<file path="src/rtl/keypad_link.sv">
// Keypad link: receives 4-bit status frames from the alarm main module and
// forwards locally scanned key digits to it through a 4-entry FIFO.
module keypad_link #(
    parameter int GAP          = 2,
    parameter int LINK_TIMEOUT = 16
) (
    input  logic       CLK,
    input  logic       RST,
    input  logic       STATUS_IN,
    input  logic       STATUS_SEND,
    input  logic       key_valid,
    input  logic [1:0] key_code,
    output logic [1:0] KB_OUT,
    output logic       KB_SEND,
    output logic       armed,
    output logic       alarm,
    output logic       sensor1,
    output logic       sensor2,
    output logic       status_valid,
    output logic       frame_err,
    output logic       link_lost,
    output logic       key_overflow,
    output logic [2:0] o_dbg_rx_state,
    output logic [1:0] o_dbg_tx_state
);

    // Handshakes: key_valid is a one-cycle push with no backpressure (a key
    // arriving at a full FIFO is dropped and flagged); KB_SEND qualifies
    // KB_OUT for exactly one cycle; status_valid qualifies the status bits.

    localparam logic [7:0] TIMEOUT_LIMIT = 8'(LINK_TIMEOUT);
    localparam logic [2:0] GAP_LAST      = 3'(GAP - 1);

    typedef enum logic [2:0] {
        RX_IDLE,
        RX_BIT0,
        RX_BIT1,
        RX_BIT2,
        RX_BIT3
    } rx_state_t;

    typedef enum logic [1:0] {
        TX_IDLE,
        TX_SEND,
        TX_GAP
    } tx_state_t;

    rx_state_t   r_rx_state;
    rx_state_t   w_rx_next;
    logic        w_rx_abort;
    logic        w_rx_done;
    logic [2:0]  r_shift;
    logic [3:0]  r_status;
    logic        r_status_valid;
    logic        r_frame_err;
    logic [7:0]  r_to_cnt;

    tx_state_t   r_tx_state;
    tx_state_t   w_tx_next;
    logic        w_pop;
    logic        w_push;
    logic [1:0]  r_mem [4];
    logic [1:0]  r_wr_ptr;
    logic [1:0]  r_rd_ptr;
    logic [2:0]  r_count;
    logic [2:0]  r_gap_cnt;
    logic [1:0]  r_kb_out;
    logic        r_kb_send;
    logic        r_key_overflow;

    // ---------------- status receiver ----------------
    always_comb begin
        w_rx_next  = r_rx_state;
        w_rx_abort = 1'b0;
        w_rx_done  = 1'b0;
        case (r_rx_state)
            RX_IDLE: if (STATUS_SEND) w_rx_next = RX_BIT0;
            RX_BIT0: w_rx_next = RX_BIT1;
            RX_BIT1: w_rx_next = RX_BIT2;
            RX_BIT2: w_rx_next = RX_BIT3;
            RX_BIT3: begin
                w_rx_next = RX_IDLE;
                w_rx_done = 1'b1;
            end
            default: w_rx_next = RX_IDLE;
        endcase
        // A strobe inside a frame aborts it and is itself a new frame start.
        if (STATUS_SEND && (r_rx_state != RX_IDLE)) begin
            w_rx_next  = RX_BIT0;
            w_rx_abort = 1'b1;
            w_rx_done  = 1'b0;
        end
    end

    always_ff @(posedge CLK) begin
        if (RST) begin
            r_rx_state     <= RX_IDLE;
            r_shift        <= 3'd0;
            r_status       <= 4'd0;
            r_status_valid <= 1'b0;
            r_frame_err    <= 1'b0;
        end else begin
            r_rx_state     <= w_rx_next;
            r_status_valid <= w_rx_done;
            r_frame_err    <= w_rx_abort;
            case (r_rx_state)
                RX_BIT0: r_shift[0] <= STATUS_IN;
                RX_BIT1: r_shift[1] <= STATUS_IN;
                RX_BIT2: r_shift[2] <= STATUS_IN;
                default: ;
            endcase
            if (w_rx_done) r_status <= {STATUS_IN, r_shift};
        end
    end

    // Cycles since the last frame start; saturates at the timeout value.
    always_ff @(posedge CLK) begin
        if (RST) begin
            r_to_cnt <= 8'd0;
        end else if (STATUS_SEND) begin
            r_to_cnt <= 8'd0;
        end else if (r_to_cnt != TIMEOUT_LIMIT) begin
            r_to_cnt <= r_to_cnt + 8'd1;
        end
    end

    // ---------------- key transmitter ----------------
    // The last gap cycle may pop directly so strobes are GAP+1 cycles apart.
    always_comb begin
        w_tx_next = r_tx_state;
        w_pop     = 1'b0;
        case (r_tx_state)
            TX_IDLE: begin
                if (r_count != 3'd0) begin
                    w_pop     = 1'b1;
                    w_tx_next = TX_SEND;
                end
            end
            TX_SEND: w_tx_next = TX_GAP;
            TX_GAP: begin
                if (r_gap_cnt == GAP_LAST) begin
                    if (r_count != 3'd0) begin
                        w_pop     = 1'b1;
                        w_tx_next = TX_SEND;
                    end else begin
                        w_tx_next = TX_IDLE;
                    end
                end
            end
            default: w_tx_next = TX_IDLE;
        endcase
    end

    assign w_push = key_valid && ((r_count != 3'd4) || w_pop);

    always_ff @(posedge CLK) begin
        if (w_push) r_mem[r_wr_ptr] <= key_code;
    end

    always_ff @(posedge CLK) begin
        if (RST) begin
            r_tx_state     <= TX_IDLE;
            r_wr_ptr       <= 2'd0;
            r_rd_ptr       <= 2'd0;
            r_count        <= 3'd0;
            r_gap_cnt      <= 3'd0;
            r_kb_out       <= 2'd0;
            r_kb_send      <= 1'b0;
            r_key_overflow <= 1'b0;
        end else begin
            r_tx_state     <= w_tx_next;
            r_gap_cnt      <= (r_tx_state == TX_GAP) ? r_gap_cnt + 3'd1 : 3'd0;
            r_kb_send      <= w_pop;
            r_key_overflow <= key_valid && (r_count == 3'd4) && !w_pop;
            if (w_pop) begin
                r_kb_out <= r_mem[r_rd_ptr];
                r_rd_ptr <= r_rd_ptr + 2'd1;
            end
            if (w_push) r_wr_ptr <= r_wr_ptr + 2'd1;
            case ({w_push, w_pop})
                2'b10:   r_count <= r_count + 3'd1;
                2'b01:   r_count <= r_count - 3'd1;
                default: ;
            endcase
        end
    end

    // ---------------- outputs ----------------
    assign {sensor2, sensor1, alarm, armed} = r_status;
    assign status_valid   = r_status_valid;
    assign frame_err      = r_frame_err;
    assign link_lost      = (r_to_cnt == TIMEOUT_LIMIT);
    assign KB_OUT         = r_kb_out;
    assign KB_SEND        = r_kb_send;
    assign key_overflow   = r_key_overflow;
    assign o_dbg_rx_state = r_rx_state;
    assign o_dbg_tx_state = r_tx_state;

endmodule

</file>
<file path="config.mk">
export PLATFORM = sky130hd
export DESIGN_NAME = keypad_link
export DESIGN_NICKNAME = d
export VERILOG_FILES = /design/src/rtl/keypad_link.sv
export SDC_FILE = /design/constraint.sdc
export NUM_CORES = 1
export LEC_CHECK = 0
export BUFFER_PORTS_ARGS = -buffer_cell sky130_fd_sc_hd__buf_2
export CORE_UTILIZATION = 50
export CTS_CLUSTER_DIAMETER = 40
export DETAILED_ROUTE_END_ITERATION = 10
export PLACE_DENSITY = 0.74
export SLEW_MARGIN = 20
export SYNTH_ARGS = -nofsm -noshare
export SYNTH_HDL_FRONTEND = slang
export SYNTH_SLANG_ARGS = --single-unit
</file>
<file path="constraint.sdc">
create_clock -name CLK -period 2.3 [get_ports CLK]
set_clock_uncertainty 0.15 [all_clocks]
set_input_delay 0.46 -clock CLK [delete_from_list [all_inputs] [get_ports CLK]]
set_output_delay 0.46 -clock CLK [all_outputs]
set_load 0.05 [all_outputs]
</file>
# == Word-level counts from Yosys, hierarchy flattened ==
# Memories as Yosys holds them, arrays and structs flattened. A register that Yosys moved wholly into a read port is not among the register bits.
# Index checks and enable logic that the tools add are counted.
# word_totals
register_bits,34
ram_bits,8
elab_cells,72
mem_count,1
inputBits,7
# mem_list
memory,words,width,rd,rd_ports_with_merged_regs,write_ports,line_no,text
r_mem,4,2,1,1,1,62,logic [1:0] r_mem [4];
# op_classes
bitwise,1
muxes,16
n_eq_ne,17
n_addsub,6
n_reduce_logical,15
# ops
operator,n
$pmux W3 S4,1
$mux W1,9
$add A8 B1 Y8 const B,1
$eq A8 B5 Y1 const B,1
$ne A8 B5 Y1 const B,1
$add A3 B1 Y3 const B,2
$eq A3 B1 Y1 const B,2
$eq A3 B2 Y1 const B,2
$eq A3 B3 Y1 const B,2
$ne A2 B2 Y1 const B,3
$ne A3 B3 Y1 const B,2
$pmux W2 S3,1
$pmux W3 S2,1
$reduce_bool A3 Y1,2
$reduce_or A2 Y1,3
$add A2 B1 Y2 const B,2
$eq A2 B1 Y1 const B,2
$eq A2 B2 Y1 const B,2
$logic_and A1 B1 Y1,4
$mux W2,2
$logic_not A3 Y1,1
$mux W3,1
$sub A3 B1 Y3 const B,1
$logic_not A2 Y1,1
6 further kinds,6

# == Logic depth before layout (Yosys ltp) ==
# Gate-level depths: netlist of the first run.
# depth
word_depth,8
ltp_mapped,10

# == Least setup slack after synthesis of the first run ==
# OpenSTA, ideal clock, no wires.
# synth_path
path_type,register -> register
startpoint,register r_tx_state[1] (netlist: o_dbg_tx_state[1])
endpoint,register r_count[1]
path_stages_with_launch,9
period_less_slack_ns,2.319
t_required_ns,2.023
setup_slack_ns,-0.019
setup_time_ns,0.127
t_arrival_ns,2.042
path_cell_list,dfxtp_1 > buf_4 > a211oi_4 > nand2_1 > fa_1 > nor2_1 > a21o_1 > a21oi_1 > a211oi_1
# synth_via
elab_chain_len,6
word_cells_on_any_way,9
cone_classes,eq/ne (3); mux (2); reduce/logical (4)
# synth_rtl
item,line_no,text
from (decl),58,tx_state_t r_tx_state;
from (signal assigned),171,r_tx_state <= w_tx_next;
$eq A2 B2 Y1 / $logic_not A2 Y1 (equally long branches),132,case (r_tx_state)
$pmux W1 S2 (*),132,
$logic_or A1 B1 Y1,154,assign w_push = key_valid && ((r_count != 3'd4) || w_pop);
$logic_and A1 B1 Y1,154,
$eq A2 B1 Y1 / $eq A2 B2 Y1 (equally long branches),180,"case ({w_push, w_pop})"
$pmux W3 S2 / $reduce_bool A2 Y1 (equally long branches),n/a,
to (signal assigned),181,2'b10: r_count <= r_count + 3'd1;
to (signal assigned),182,2'b01: r_count <= r_count - 3'd1;
to (decl),65,logic [2:0] r_count;
# Mark *: on every way between the ends. The rest lies on a longest branch, timed or not.
# A chain may end at the register's enable or synchronous reset.

# == Worst setup path in the final report of the first run ==
# layout_path
startpoint,register r_gap_cnt[1]
endpoint,register r_count[1]
# layout_via
elab_chain_len,7
word_cells_on_any_way,9
cone_classes,eq/ne (3); mux (3); reduce/logical (3)
# layout_rtl
item,line_no,text
from (decl),66,logic [2:0] r_gap_cnt;
from (signal assigned),172,r_gap_cnt <= (r_tx_state == TX_GAP) ? r_gap_cnt + 3'd1 : 3'd0;
$eq A3 B1 Y1 (*),141,if (r_gap_cnt == GAP_LAST) begin
$mux W1 (*),141,
$pmux W1 S2 (*),132,
$logic_or A1 B1 Y1,154,
$logic_and A1 B1 Y1,154,
$eq A2 B1 Y1 / $eq A2 B2 Y1 (equally long branches),180,
$pmux W3 S2 / $reduce_bool A2 Y1 (equally long branches),n/a,
# Marks and branches as above.

==> flow_summary.yaml, run 1 <==
placement:
  gp_congestion: 0.764
  port_buffers: 22
  hpwl_um: 2580
timing:
  slew_headroom: 0.671
  fin_crit_sh: 0.948
  min_period_ns: 2.18
  hold_viol_final: 0
  rsz0062_at_grt: "no"
  finalSetupViolations: 0
  fmax_mhz: 459
  finalMaxSlewViolations: 0
  tns_ns: 0
  worst_pin_slew_ns: 0.493
worst_setup_path:
  start_kind: "register"
  cp-end-kind: "register"
  cp_data_required_time_ns: 2.33
  path_class: "reg -> reg"
  max_stage_delay_ns: 0.57
  crit_chain: "inv_2, ha_4, nand2b_4, a211oi_4, nand2_1, fa_2, nor2_1, a21o_1, a21oi_2, a211oi_1"
  critPathMaxFanout: 2
  path_delay_family: "adder cells"
  cpMaxStageDelayCell: "fa_2"
  arrival_ns: 2.21
  crit_buf_inv: 1
synthesis:
  syn-num-nets: 202
  yosys-top-cells-area: "dfxtp_1 (36%), edfxtp_1 (12%), mux2i_1 (6.0%), nor2_1 (5.6%), ha_1 (5.0%)"
  yosysTopAreaCell: "dfxtp_1"
  synth-edff-count: 8
  ys_seq_area_frac: 0.479
  yosysUniqueCellTypes: 50
  syn_inst: 186
  synth_ff_type: "dfxtp_1"
  ys_warn_count: 0
  netlist_area_mm2: 0.00201
  synthArstFlopShare: 0
  ys_ff_latch: 44
  syn_area_per_cell_um2: 10.8
  yosysTopAreaCellShare: 0.359
floorplan:
  start_util: 0.536
  coreArea_mm2: 0.00374
  ios: 23
  fp.dieH_um: 65.4
  fp-row-count: 22
  dieArea_mm2: 0.00427
  die_w_um: 65.4
job:
  drv_cap: 0
pwr:
  p_leak_uw: 0.000934
  power_density_mw_per_mm2: 1060
  irDropWorstVdd_mv: 0.709
clock_tree:
  cts_buffers: 5
  hold_buffers: 0
  cts_root_buffer: "clkbuf_8"
  clkTransAtPathRegs_ns: 0.08
  cts_tree: "done"
  clock-sinks: 44
  ctsLongestPathBuffers: 2
  h-tree-depth: 2
  insertion_delay_ns: 0.29
grt:
  antenna_found_initial: 0
  grt_pass1_wl_um: 5930
  grt_util_met1: 0.218
  grt_max_degree: 26
  use_met2: 0.318
  met3_usage: 0.0486
  grt_use_total: 0.187
  overflow: 0
  grt_pass1_vias: 1345
  grt_busiest_layer: "met2"
final_layout:
  antennaDiodeCount: 0
  layout_commonest_cell: "dfxtp_1"
  drive_above_1_share: 0.271
  final_core_util: 0.616
  layout.cells.most_common_list: "dfxtp_1 (34), nor2_1 (30), buf_2 (21), mux2i_1 (12)"
  synthToLayoutAreaGrowth_pct: 14.8
  final.fill_count: 318
  fin_nets: 230
drt:
  ant_nets: 0
  viasPerCell: 5.40
  drtIter0Drc: 77
  finalWirelength_um: 3640
  route.detailed.drc: 0
  via_count: 1415
  first_pass_iters: 4
  wl_per_cell_um: 13.9
outcome:
  outcome: "complete, no violations"
min_path:
  min_path_type: "in -> reg"
==> power breakdown <==
| group | internal (uW) | total, uW | switching (uW) | leakage (uW) |
|---|---|---|---|---|
| clock | 207 | 446 | 240 | 0.0000410 |
| combinational | 404 | 1000 | 596 | 0.000525 |
| sequential | 892 | 1010 | 114 | 0.000368 |
| total | 1500 | 2450 | 950 | 0.000934 |
==> cells in the mapped netlist, drive strengths merged (2+ instances only) <==
| cell type | number |
|---|---|
| dfxtp | 36 |
| nor2 | 30 |
| mux2i | 12 |
| inv | 11 |
| edfxtp | 8 |
| ha | 8 |
| nand2 | 7 |
| xnor2 | 7 |
| nand3 | 6 |
| and2 | 5 |
| buf | 5 |
| a211oi | 4 |
| nor3 | 4 |
| xor2 | 4 |
| a21oi | 3 |
| a2111oi | 2 |
| a21o | 2 |
| a31oi | 2 |
| clkbuf | 2 |
| mux4 | 2 |
| nand2b | 2 |
| nand3b | 2 |
| nor3b | 2 |
| nor4b | 2 |
| o21ai | 2 |
| or2 | 2 |
==> flip-flops by register name, summed over array words and instances, names as in the netlist <==
signal,cells
r_mem,8
r_to_cnt,8
r_status,4
o_dbg_rx_state,3
r_count,3
r_gap_cnt,3
r_shift,3
KB_OUT,2
o_dbg_tx_state,2
r_rd_ptr,2
r_wr_ptr,2
KB_SEND,1
frame_err,1
key_overflow,1
status_valid,1
==> layer usage <==
layer  part of all wire  routed length (um)
met1               0.46                1680
met2               0.49                1800
met3              0.029                 106
met4              0.015                  56
met5                  0                   0
==> repair_timing <==
action                                  in CTS  in global routing
endpoints found under the hold margin        0                  0
pin swaps                                    6                  6
cloned                                       0                  0
gates resized for setup                      3                  6
endpoints found under the setup margin       1                  3
setup buffers                                1                  2
==> final cells by class <==
type	instances	area (um^2)	share of cell area
Multi-Input combinational cell	124	1010	0.436
Sequential cell	44	963	0.418
Timing Repair Buffer	28	158	0.0684
Clock buffer	6	72.6	0.0315
Tap cell	48	60.1	0.0260
Inverter	11	41.3	0.0179
Clock inverter	1	5.00	0.00217
==> through the flow <==
stage | cell area, um^2 | power, uW | hold WS (ns) | worst slack (ns) | cells
after floorplan | 2010 | 1760 | 0.271 | 0.0200 | 186
after global routing | 2310 | 2590 | 0.220 | 0.0120 | 262
final | 2310 | 2450 | 0.236 | 0.120 | 262
after CTS | 2270 | 2440 | 0.232 | 0.00446 | 260
after detailed placement | 2160 | 1960 | 0.309 | 0.0185 | 252
after global placement | 2160 | 1920 | 0.286 | 0.0969 | 252
==> cells by family (layout without fill, tap and decap cells) <==
| kind of cell | count (synthesis) | after routing | share of synthesized area |
|---|---|---|---|
| AND/OR/NAND/NOR | 67 | 67 | 0.176 |
| flip-flops | 44 | 44 | 0.479 |
| AO/OA/AOI/OAI | 22 | 22 | 0.108 |
| buffers and inverters | 18 | 46 | 0.0392 |
| multiplexers | 15 | 15 | 0.0897 |
| XOR/XNOR | 11 | 11 | 0.0480 |
| adder cells (fa/ha/maj) | 9 | 9 | 0.0598 |
==> worst register-to-register path, cell delays in order, from the launching register on <==
cell and delay, ns:
dfxtp_1 0.33, inv_2 0.07, ha_4 0.13, nand2b_4 0.06, a211oi_4 0.24, nand2_1 0.10, fa_2 0.57, nor2_1 0.06
a21o_1 0.18, a21oi_2 0.11, a211oi_1 0.06
==> path summary, 6_finish.rpt <==
kind	startpoint	endpoint	slack (ns)	cells past startpoint
hold reg to reg	r_gap_cnt[0]	r_gap_cnt[0]	0.31	1
setup reg to reg	r_gap_cnt[1]	r_count[1]	0.12	10
setup / recovery	r_gap_cnt[1]	r_count[1]	0.12	10
hold / removal	key_code[0]	r_mem[1][0]	0.24	1
Note: power is estimated with default switching activity, not from simulation.
==> run 2, diff against run 1 <==
--- a/config.mk
+++ b/config.mk
@@ -7,6 +7,7 @@
 export LEC_CHECK = 0
 export BUFFER_PORTS_ARGS = -buffer_cell sky130_fd_sc_hd__buf_2
 export CORE_UTILIZATION = 50
+export CTS_BUF_LIST = sky130_fd_sc_hd__clkbuf_4 sky130_fd_sc_hd__clkbuf_8
 export CTS_CLUSTER_DIAMETER = 40
 export DETAILED_ROUTE_END_ITERATION = 10
 export PLACE_DENSITY = 0.74
==> run 2 against run 1 <==
  * Via count up 0.92%
  * Global-route usage about the same
  * Core utilization grew 0.10 points
  * Critical path depth decreased by 4
  * Final area up 0.16%
==> flow_summary.yaml, run 2 (synthesized netlist as in run 1, its figures left out) <==
final_layout:
  reg.largest.list: "r_mem (8), r_to_cnt (8), r_status (4)"
  stdcell_area_mm2: 0.00231
  layout.cells.most_common_list: "dfxtp_1 (34), nor2_1 (30), buf_2 (21), mux2i_1 (12)"
  regArea_um2: 963
  final.fill_count: 320
  layout_commonest_cell: "dfxtp_1"
  multi_input_area_mm2: 0.00101
  antennaDiodeCount: 0
  fin_nets: 230
  synthToLayoutAreaGrowth_pct: 15.0
  drive_above_1_share: 0.276
  fin_cells: 262
drt:
  via_count: 1428
  first_pass_iters: 4
  ant_nets: 0
  drtIter0Drc: 65
  route.detailed.drc: 0
  finalWirelength_um: 3660
  viasPerCell: 5.45
  wl_per_cell_um: 14.0
timing:
  fmax_mhz: 459
  tns_ns: 0
  fin_crit_sh: 0.947
  slew_headroom: 0.673
  finalSetupViolations: 0
  worst_pin_slew_ns: 0.491
  hold_viol_final: 0
  rsz0062_at_grt: "no"
  min_period_ns: 2.18
  finalMaxSlewViolations: 0
floorplan:
  ios: 23
  coreArea_mm2: 0.00374
  fp.dieH_um: 65.4
  fp-row-count: 22
  start_util: 0.536
  dieArea_mm2: 0.00427
  die_w_um: 65.4
clock_tree:
  cts_tree: "done"
  ctsLongestPathBuffers: 2
  cts_buffers: 5
  hold_buffers: 0
  clock-sinks: 44
  cts_root_buffer: "clkbuf_8"
  insertion_delay_ns: 0.29
  clkTransAtPathRegs_ns: 0.08
  h-tree-depth: 2
pwr:
  irDropWorstVdd_mv: 0.708
  p_sw_uw: 954
  seq_power_share: 0.408
  intPower_uw: 1510
  power_density_mw_per_mm2: 1070
  p_comb_frac: 0.405
  power_uw: 2470
  switching_share: 0.386
  p_leak_uw: 0.000937
  p_clk_frac: 0.187
worst_setup_path:
  cp_common_cell: "inv_1"
  cp_data_required_time_ns: 1.69
  max_stage_delay_ns: 0.36
  cpMaxStageDelayCell: "dfxtp_1"
  path_class: "reg -> out"
  arrival_ns: 1.57
  critPathMaxFanout: 5
  crit_chain: "inv_1, ha_1, nor4b_2, nand3_1, inv_1, clkbuf_4"
  cp-end-kind: "output port"
  start_kind: "register"
grt:
  overflow: 0
  grt_max_degree: 26
  antenna_found_initial: 0
  grt_use_total: 0.187
  grt_pass1_vias: 1350
  grt_pass1_wl_um: 5950
min_path:
  min_path_type: "in -> reg"
placement:
  place_area_mm2: 0.00216
  hpwl_um: 2580
  dp_cells: 252
  gp_congestion: 0.764
  port_buffers: 22
outcome:
  outcome: "complete, no violations"
job:
  drv_cap: 0
-- run 2: cell count changes in the layout (fill, tap and decap cells not counted) --
cell / delta
clkbuf_1: -1
clkbuf_4: +1
-- run 2: power by group through the flow --
| stage | logic, uW | clock network, uW | registers, uW |
|---|---|---|---|
| 2_1_floorplan | 629 | 0 | 1130 |
| 3_3_place_gp | 913 | 0 | 1010 |
| 3_5_place_dp | 946 | 0 | 1020 |
| 4_1_cts | 983 | 467 | 1000 |
| 5_1_grt | 1080 | 504 | 1020 |
| 6_report | 1000 | 462 | 1010 |
-- run 2: critical path: cells and delay by family, from the launching register on --
kind	cells	cell delay, ns
and+or+nand+nor	2	0.37
adders and majority gates	1	0.16
buffers and inverters	3	0.38
DFF	1	0.36
-- run 2: area by class of cell --
type                       instances  share of cell area
inverter                          11              0.0179
clock inverter                     1             0.00217
clock buffer                       6              0.0330
tap                               48              0.0260
timing repair buffer              28              0.0683
sequential                        44               0.417
multi-input combinational        124               0.436
-- run 2: worst paths after layout --
kind	start	end	slack, ns	cells after the start
setup / recovery	r_to_cnt[0]	link_lost	0.12	6
hold / removal	key_code[0]	r_mem[1][0]	0.23	1
setup reg to reg	r_gap_cnt[1]	r_count[1]	0.12	10
hold reg to reg	r_gap_cnt[0]	r_gap_cnt[0]	0.31	1
-- run 2: routing by layer --
metal / GRT usage / up-vias / routed length, um
li1: - / 701 / -
met1: 0.218 / 699 / 1670
met2: 0.320 / 22 / 1810
met3: 0.0486 / 6 / 119
met4: 0.0842 / 0 / 56
met5: 0 / - / 0
-- run 2: what timing repair did --
action | CTS | global route
pin swaps | 6 | 6
endpoints found under the setup margin | 1 | 3
setup buffers | 1 | 2
resized for setup | 3 | 6
-- run 2: metrics by stage --
stage	hold slack (ns)	setup WS, ns	utilization
detailed placement	0.309	0.0185	0.578
global route	0.219	0.0134	0.617
CTS	0.230	0.00663	0.606
global placement	0.286	0.0969	0.578
finish	0.232	0.123	0.617
floorplan	0.271	0.0200	-
